===== config.mk =====
export PLATFORM = sky130hd
export DESIGN_NAME = grf_wb_arbiter
export DESIGN_NICKNAME = d
export VERILOG_FILES = /design/src/rtl/grf_wb_arbiter_pkg.sv /design/src/rtl/grf_wb_arbiter_scoreboard.sv /design/src/rtl/grf_wb_arbiter.sv
export SDC_FILE = /design/constraint.sdc
export NUM_CORES = 1
export LEC_CHECK = 0
export CAP_MARGIN = 10
export CORE_ASPECT_RATIO = 0.7
export CORE_MARGIN = 3
export CORE_UTILIZATION = 39
export CTS_CLUSTER_SIZE = 28
export DETAILED_ROUTE_END_ITERATION = 6
export PLACE_DENSITY = 0.87
export SYNTH_ARGS = -nofsm -noshare
export SYNTH_HDL_FRONTEND = slang
export SYNTH_SLANG_ARGS = --single-unit

===== constraint.sdc =====
create_clock -name clk -period 4.85 [get_ports clk]
set_clock_uncertainty 0.05 [all_clocks]
set_input_delay 0.97 -clock clk [delete_from_list [all_inputs] [get_ports clk]]
set_output_delay 0.97 -clock clk [all_outputs]
set_load 0.01 [all_outputs]

===== src/rtl/grf_wb_arbiter_pkg.sv =====
// Shared widths, FSM encodings and defaults for the GRF writeback arbiter.
package grf_wb_arbiter_pkg;

    localparam int REG_W              = 5;
    localparam int DATA_W             = 32;
    localparam int NUM_REGS           = 32;
    localparam int CNT_W              = 3;
    localparam int STARVE_LIMIT_DEF   = 4;

    // Anti-starvation FSM states.
    typedef enum logic [1:0] {
        ST_IDLE  = 2'd0,
        ST_WAIT  = 2'd1,
        ST_FORCE = 2'd2
    } arb_state_e;

endpackage


===== src/rtl/grf_wb_arbiter_scoreboard.sv =====
// Pending-write scoreboard for MDU destinations: gates issue and raises
// the decode-stage stall for sources whose MDU result has not landed yet.
module grf_scoreboard
    import grf_wb_arbiter_pkg::*;
(
    input  logic             clk,
    input  logic             reset,
    input  logic             iss_valid,
    input  logic [REG_W-1:0] iss_addr,
    input  logic             clr_en,
    input  logic [REG_W-1:0] clr_addr,
    input  logic [REG_W-1:0] rd_rs,
    input  logic [REG_W-1:0] rd_rt,
    output logic             iss_ready,
    output logic             rd_stall
);

    logic [NUM_REGS-1:0] pending;
    logic [NUM_REGS-1:0] pending_nxt;
    logic                set_en;

    // Issue handshake and stall are derived from the registered pending vector.
    always_comb begin
        iss_ready = !reset && (iss_addr == '0 || !pending[iss_addr]);
        set_en    = iss_valid && iss_ready && iss_addr != '0;
        rd_stall  = !reset && ((rd_rs != '0 && pending[rd_rs]) ||
                               (rd_rt != '0 && pending[rd_rt]));
    end

    // Next pending vector: set on issue, then clear on MDU write so a clear wins.
    always_comb begin
        // NOTE: default the whole vector first so no path leaves it unassigned (no latch).
        pending_nxt = pending;
        if (set_en) pending_nxt[iss_addr] = 1'b1;
        if (clr_en) pending_nxt[clr_addr] = 1'b0;
        pending_nxt[0] = 1'b0;
    end

    // Pending register; it is control state, so it is cleared by reset.
    always_ff @(posedge clk) begin
        // NOTE: sequential state uses non-blocking assignments only.
        if (reset) pending <= '0;
        else       pending <= pending_nxt;
    end

endmodule


===== src/rtl/grf_wb_arbiter.sv =====
// Single GRF write-port arbiter: W-stage writeback has priority, the MDU
// is served otherwise, and a starvation FSM forces one MDU slot when the
// MDU has been refused STARVE_LIMIT consecutive cycles.
module grf_wb_arbiter
    import grf_wb_arbiter_pkg::*;
#(
    parameter int STARVE_LIMIT = STARVE_LIMIT_DEF
) (
    input  logic              clk,
    input  logic              reset,
    input  logic              pipe_we,
    input  logic [REG_W-1:0]  pipe_addr,
    input  logic [DATA_W-1:0] pipe_data,
    input  logic [DATA_W-1:0] pipe_pc,
    output logic              pipe_hold,
    input  logic              mdu_valid,
    input  logic [REG_W-1:0]  mdu_addr,
    input  logic [DATA_W-1:0] mdu_data,
    input  logic [DATA_W-1:0] mdu_pc,
    output logic              mdu_ready,
    input  logic              iss_valid,
    input  logic [REG_W-1:0]  iss_addr,
    output logic              iss_ready,
    input  logic [REG_W-1:0]  rd_rs,
    input  logic [REG_W-1:0]  rd_rt,
    output logic              rd_stall,
    output logic              grf_we,
    output logic [REG_W-1:0]  grf_a3,
    output logic [DATA_W-1:0] grf_wd,
    output logic [DATA_W-1:0] grf_pc
);

    localparam logic [CNT_W-1:0] CNT_LAST = CNT_W'(STARVE_LIMIT - 1);
    localparam logic [CNT_W-1:0] CNT_SAT  = '1;

    arb_state_e       state;
    logic [CNT_W-1:0] starve_cnt;

    logic pipe_req;
    logic mdu_req;
    logic force_grant;
    logic pipe_grant;
    logic mdu_grant;
    logic mdu_refused;

    // Grant decision from current state and effective requests.
    always_comb begin
        pipe_req    = pipe_we && pipe_addr != '0;
        mdu_req     = mdu_valid && mdu_addr != '0;
        force_grant = state == ST_FORCE && mdu_req;
        pipe_grant  = 1'b0;
        mdu_grant   = 1'b0;
        if (!reset) begin
            if (force_grant)  mdu_grant  = 1'b1;
            else if (pipe_req) pipe_grant = 1'b1;
            else if (mdu_req)  mdu_grant  = 1'b1;
        end
        mdu_refused = !reset && mdu_req && !mdu_grant;
    end

    // Handshakes and the GRF write-port mux; a write to $0 is acknowledged but dropped.
    always_comb begin
        pipe_hold = !reset && force_grant && pipe_req;
        mdu_ready = mdu_grant || (!reset && mdu_valid && mdu_addr == '0);
        grf_we    = pipe_grant || mdu_grant;
        grf_a3    = '0;
        grf_wd    = '0;
        grf_pc    = '0;
        if (pipe_grant) begin
            grf_a3 = pipe_addr;
            grf_wd = pipe_data;
            grf_pc = pipe_pc;
        end else if (mdu_grant) begin
            grf_a3 = mdu_addr;
            grf_wd = mdu_data;
            grf_pc = mdu_pc;
        end
    end

    // Starvation FSM and refusal counter.
    always_ff @(posedge clk) begin
        if (reset) begin
            state      <= ST_IDLE;
            starve_cnt <= '0;
        end else begin
            if (mdu_refused)
                starve_cnt <= (starve_cnt == CNT_SAT) ? starve_cnt : starve_cnt + 1'b1;
            else
                starve_cnt <= '0;

            case (state)
                ST_IDLE, ST_WAIT: begin
                    if (!mdu_refused)               state <= ST_IDLE;
                    else if (starve_cnt >= CNT_LAST) state <= ST_FORCE;
                    else                            state <= ST_WAIT;
                end
                ST_FORCE: state <= ST_IDLE;
                default:  state <= ST_IDLE;
            endcase
        end
    end

    grf_scoreboard u_scoreboard (
        .clk       (clk),
        .reset     (reset),
        .iss_valid (iss_valid),
        .iss_addr  (iss_addr),
        .clr_en    (mdu_grant),
        .clr_addr  (mdu_addr),
        .rd_rs     (rd_rs),
        .rd_rt     (rd_rt),
        .iss_ready (iss_ready),
        .rd_stall  (rd_stall)
    );

endmodule


=== Word level (Yosys, flattened, before mapping) ===
Cells that the tools add are included.
Widths: inputs -> output; s select.

* Register bits after elaboration: 37
* Input port bits: 158
* Output and inout port bits: 74
* Word-level logic and storage cells: 81

* Add/subtract/negate cells: 1
* Magnitude comparators: 7
* Equal/unequal tests: 3
* Muxes and demuxes: 26
* Bitwise gates (word level): 5
* Reductions and logical operators: 35

{| class="wikitable"
|+ Operators by type and width
! kind !! number
|-
| $mux 32 || 6
|-
| $and 32x32->32 || 1
|-
| $not 32->32 || 1
|-
| $or 32x32->32 || 1
|-
| $reduce_bool 5->1 || 5
|-
| $lt 5x6->1 const B || 4
|-
| $logic_and 1x1->1 || 17
|-
| $bmux 1 s5 || 3
|-
| $mux 1 || 12
|-
| $demux 1 s5 || 2
|-
| $ge 5x1->1 const B || 2
|-
| $logic_not 5->1 || 2
|-
| $mux 5 || 2
|-
| $logic_or 1x1->1 || 4
|-
| $reduce_or 2->1 || 2
|-
| $add 3x1->3 const B || 1
|-
| $eq 3x3->1 const B || 1
|-
| $ge 3x2->1 const B || 1
|-
| $logic_not 1->1 || 3
|-
| $reduce_or 3->1 || 1
|-
| $eq 2x1->1 const B || 1
|-
| $eq 2x2->1 const B || 1
|-
| $logic_not 2->1 || 1
|-
| $mux 2 || 1
|-
| $not 1->1 || 2
|}

=== Longest topological paths before layout ===
* Depth after elaboration: 10
* Depth in mapped cells: 8
* Depth with buffers taken out: 5

=== Hierarchy ===
A second synthesis with hierarchy kept.

* Cells, all modules: 387
* Area total of the unflattened synthesis: 3585.9 µm²

{| class="wikitable"
|+ By module, submodules not included
! module !! instances !! cells each !! area an instance (µm²) !! sequential area each (µm²)
|-
| grf_scoreboard || 1 || 261 || 2361.0 || 620.6
|-
| grf_wb_arbiter || 1 || 126 || 1224.9 || 100.1
|}

=== Worst setup path before layout ===
OpenSTA, ideal clock, no wires.

* Path kind: input to output
* Start: input mdu_addr[3]
* End: output grf_a3[0]
* Arrival time: 2.699 ns
* Required time: 3.830 ns
* Slack: 1.131 ns
* Stages: 6
* Path buffers: 2
* Cells stage by stage: buf_6 -> or3_4 -> or3_4 -> a311oi_4 -> buf_6 -> a22o_1

* Cells in the longest elaborated chain, start to end: 8
* Elaborated cells on any way between the ends: 11
* Classes of those cells: mux: 8; reduce/logical: 3

{| class="wikitable"
|+ RTL lines
! element !! line !! text
|-
| start: declaration || grf_wb_arbiter.sv:17 || <nowiki>input logic [REG_W-1:0] mdu_addr,</nowiki>
|-
| $reduce_bool 5->1 (*) || grf_wb_arbiter.sv:49 || <nowiki>mdu_req = mdu_valid && mdu_addr != '0;</nowiki>
|-
| $logic_and 1x1->1 (*) || grf_wb_arbiter.sv:49 ||
|-
| $mux 1 || grf_wb_arbiter.sv:56 || <nowiki>else if (mdu_req) mdu_grant = 1'b1;</nowiki>
|-
| $mux 1 || grf_wb_arbiter.sv:55 || <nowiki>else if (pipe_req) pipe_grant = 1'b1;</nowiki>
|-
| $mux 1 || grf_wb_arbiter.sv:54 || <nowiki>if (force_grant) mdu_grant = 1'b1;</nowiki>
|-
| $mux 1 || grf_wb_arbiter.sv:53 || <nowiki>if (!reset) begin</nowiki>
|-
| $mux 5 || grf_wb_arbiter.sv:73 || <nowiki>end else if (mdu_grant) begin</nowiki>
|-
| $mux 5 (*) || grf_wb_arbiter.sv:69 || <nowiki>if (pipe_grant) begin</nowiki>
|-
| end: declaration || grf_wb_arbiter.sv:28 || <nowiki>output logic [REG_W-1:0] grf_a3,</nowiki>
|}

Every way passes the cells marked *; elsewhere a longest branch is shown, timed or not.

=== Worst setup path after layout ===
* Start: input mdu_addr[2]
* End: output grf_pc[0]

* Cells in the longest elaborated chain, start to end: 8
* Elaborated cells on any way between the ends: 11
* Classes of those cells: mux: 8; reduce/logical: 3

{| class="wikitable"
|+ RTL lines
! element !! line !! text
|-
| $reduce_bool 5->1 (*) || grf_wb_arbiter.sv:49 ||
|-
| $logic_and 1x1->1 (*) || grf_wb_arbiter.sv:49 ||
|-
| $mux 1 || grf_wb_arbiter.sv:56 ||
|-
| $mux 1 || grf_wb_arbiter.sv:55 ||
|-
| $mux 1 || grf_wb_arbiter.sv:54 ||
|-
| $mux 1 || grf_wb_arbiter.sv:53 ||
|-
| $mux 32 || grf_wb_arbiter.sv:73 ||
|-
| $mux 32 (*) || grf_wb_arbiter.sv:69 ||
|-
| end: declaration || grf_wb_arbiter.sv:30 || <nowiki>output logic [DATA_W-1:0] grf_pc</nowiki>
|}

Marks and branches as above.

==> impl_summary.md <==
Run status
The run finished with clean final reports.

Critical path
The slowest cell on the critical path is clkdlybuf4s50_1. The reg-to-reg endpoint is u_scoreboard.pending[15]. STA classifies the critical path startpoint as an input pin. The critical path goes through clkdlybuf4s50_1, or3_4, or3_4, a311oi_4, buf_12, a22o_1, clkdlybuf4s50_1. In this design, the stage delay of the slowest critical-path cell is around 0.56 ns.

The biggest fanout along the worst timing path is 70. The path type of the worst setup path is input pin to output port. The data arrival time of the critical path is roughly 3.7 ns. The worst setup path is captured at an output port. The number of cells on the worst reg-to-reg path is 5. Across all register-to-register paths, the minimum setup slack is approximately 2.3 ns. The startpoint of the most critical register-to-register path is u_scoreboard.pending[7]. Broken down by cell family, the worst path's largest delay share belongs to buffers and inverters. The total buffers and inverters traversed by the critical path is 3.

STA puts the critical path data required time at ~3.8 ns.

Final layout
The post-synthesis to final-layout area growth is 72.8%. The utilization of the core after routing is 0.720. With fillers left out, the area of the finished cells amounts to 5890 µm². Counting the fill cells in the layout gives a little over 600. Once layout is complete, the cells apart from fillers number just under 700. The layout net count is 735. The share of post-route cells with drive strength above 1 is 0.101.

Clocking
The number of setup buffers added after CTS is 0. The clock latency reported for the late side of the worst-skew pair is between 0.2 and 0.3 ns. The clock sink count is 36.

TritonCTS created 5 clock buffers. The clock tree buffer depth is 2. The root cell of the clock tree is clkbuf_16. After clock tree synthesis, the clock-pin slew on the worst setup and hold paths is approximately 0.050 ns. In this run the number of H-tree levels came out at 2. The post-CTS resize count is 0. Hold repair after CTS inserted 0 buffers. TritonCTS built the clock tree.

STA
For the final routed database, the setup TNS stands at 0 ns. The final critical-path share of the clock period is 0.969. The transition time at the pin with the least slew margin is between 0.8 and 0.9 ns. Setup repair after global routing left no endpoint under its margin.

The final hold violation count is 0. For this run, the top clock speed supported by timing is around 210 MHz. The number of pins exceeding their max-slew limit in the final report came to 0. The time the worst path needs with I/O delays and setup is 4.70 ns.

Setup violations remaining at the end of the flow were counted as 0. In this run the tightest slew margin relative to its limit is 0.399.

Synth
For this run, the number of Yosys warnings is 0. The synthesized design contains 0 enable-type register cells. The async set-or-reset flop fraction in the synthesized netlist is 0. The mapped netlist covers 3410 µm². The commonest register cell after synthesis is dfxtp_1.

The synthesized design spends more area on one cell type than any other, namely dfxtp_1. In this run, synthesis produced a sequential element count of 36. Sorting the synthesized cells by how often they occur yields 69 x a22o_1, 55 x nor2_1, 36 x dfxtp_1. The average instance in the mapped netlist occupies 9.60 µm². The synthesized instance count is about 360.

Ranked by total cell area, the synthesized netlist is headed by dfxtp_1 21%, a22o_1 18%, mux4_2 11%, o221a_1 7.9%, nor2_1 6.1%. a22o_1 is the most common cell in the netlist. Of the synthesized area, sequential elements account for 0.212. The total nets after synthesis is around 520. Of the post-synthesis cell area, the dominant cell type holds 0.212. The distinct cell type count after synthesis is 52.

Power
Of the total power, the share spent switching nets is 0.278. The switching component of the power is around 0.28 mW. The worst-case IR drop observed on VDD is around 0.00012 V. The share of total power in the clock network is 0.320. Total power for the finished layout comes to 1.02 mW. Cell internal power was estimated by the tool at ~0.74 mW. The register share of total power is 0.295. Summed over all cells, the static leakage comes to roughly 2.2 nW. The power density over cell area is about 170 nW/µm². Of the total power, combinational logic draws 0.385.

GRT
The final global-route overflow total is 0. The number of antenna violations at the first check in global routing was 1. The first-pass GRT wire length is approximately 25000 µm. The combined global-route utilization of all metal layers is 0.321. Entering global routing, the biggest net connects 71 pins.

The number of global-route vias before repair came to between 4000 and 5000.

Detailed routing
In the routed layout, each cell is associated on average with a via count of roughly 6.1. For this block, the initial DRC count from the detailed router was 463. After detailed routing, the average wire length per cell comes to ~24 µm. The first detailed-routing pass ran for 5 iterations. The wire length after detailed routing is between 15000 and 20000 µm.

In the routed design, unresolved DRC markers number 0. The total via count in the routed design is roughly 4200. The post-route antenna net violation count is 0.

Die
The height of the chip is ~84 µm. Measured along the x axis, the die boundary spans between 100 and 150 µm. For this configuration, the core starts out at a cell density of 0.417. The floorplan has 27 rows. The die covers 9910 µm². During I/O placement, the number of pins put on the boundary was 232.

The core region is between 8000 and 9000 µm².

Placed design
In this run the cell area measured after placement is 5740 µm². The final weighted congestion in routability-driven placement is 0.982. The number of placed instances, taps included is around 700.

Once detailed placement completed, the half-perimeter wirelength came to ~13000 µm. In this run the tool buffered the top-level ports with roughly 230 buffer cells.

Hold path
The worst-case hold path end point is state[0]. The tightest min-delay check is of the flop to flop type. The startpoint identified for the worst hold timing path is state[1]. Along the worst hold path, the cell count comes to 1.

Job
Across the run, the number of max-cap violations was 0.
==> per-layer routing <==
layer,vias to the layer above,wire [µm],GRT usage
li1,1876,-,-
met1,2016,6600,0.413
met2,283,8180,0.540
met3,35,1670,0.0822
met4,0,461,0.0883
met5,-,0,0
==> power by group through the flow <==
stage | sequential (mW) | clock (mW) | combinational (mW)
after global placement | 0.307 | 0 | 0.378
after detailed placement | 0.307 | 0 | 0.385
after floorplan | 0.306 | 0 | 0.148
after global routing | 0.301 | 0.338 | 0.411
after CTS | 0.301 | 0.323 | 0.388
final | 0.301 | 0.326 | 0.392
==> cell usage in the layout, fill, tap and decap left out, drive strengths merged, types with 2 or more instances in the layout <==
cell,netlist,routed
a22o,69,69
nand4,3,3
mux4,17,17
a211oi,7,7
or3,3,3
dfxtp,36,36
clkdlybuf4s50,0,231
nor3,6,6
ha,3,3
and3b,3,3
nor2,55,55
a2111oi,2,2
clkbuf,9,6
nand3,4,4
nand2,7,7
buf,28,18
mux2i,6,6
nor4b,2,2
a21oi,5,5
nand3b,5,5
nor3b,5,5
and3,2,2
a311oi,3,3
a222oi,2,2
clkinv,0,2
a221oi,2,2
mux2,12,12
a31oi,8,8
inv,10,10
a211o,2,2
nor4,3,3
o221a,24,24
==> state kept, by name, indices dropped and copies added (netlist names) <==
signal and cells:
u_scoreboard.pending 31, state 2, starve_cnt 3
==> layout make-up <==
type                    instances  area, µm²  area share
inverters                      10       37.5     0.00638
clock buffers                   6        139      0.0236
multi-input cells             272       2360       0.401
flip-flops and latches         36        721       0.122
diodes                          1       2.50    0.000425
clock inverters                 2       10.0     0.00170
repair buffers                249       2470       0.420
well taps                     116        145      0.0247
==> worst max-delay path by stage <==
stage	startpoint	end	slack, ns	cells after the start
after global routing	mdu_addr[2]	grf_pc[0]	0.09	7
after global placement	mdu_addr[2]	grf_pc[14]	0.24	7
after floorplan	mdu_addr[3]	grf_a3[0]	1.13	6
final	mdu_addr[2]	grf_pc[0]	0.15	7
after CTS	iss_addr[1]	iss_ready	0.17	6
after detailed placement	mdu_addr[2]	grf_wd[21]	0.18	7
==> metrics by stage <==
stage	setup WS, ns	hold WS, ns
after floorplan	1.13	0.370
after global placement	0.242	0.379
after detailed placement	0.179	0.401
after CTS	0.166	0.408
after global routing	0.0892	0.434
final	0.149	0.409
==> kinds of logic (layout without fill, tap and decap cells) <==
logic type      count (synthesis)  after routing  synth area share
buf+inv                        47            267            0.0958
mux                            35             35             0.170
compound gates                130            130             0.348
xor+xnor                        1              1           0.00257
fa+ha+maj                       3              3            0.0110
flops                          36             36             0.212
other cells                     0              1                 0
simple gates                  103            103             0.161
==> worst register-to-register path: stages (launching register included) <==
cell	delay, ns
dfxtp_1	0.37
mux4_2	0.49
a22oi_1	0.26
nand2_1	0.21
nor3_2	0.77
o221a_1	0.31
Note: power is estimated with default switching activity, not from simulation.
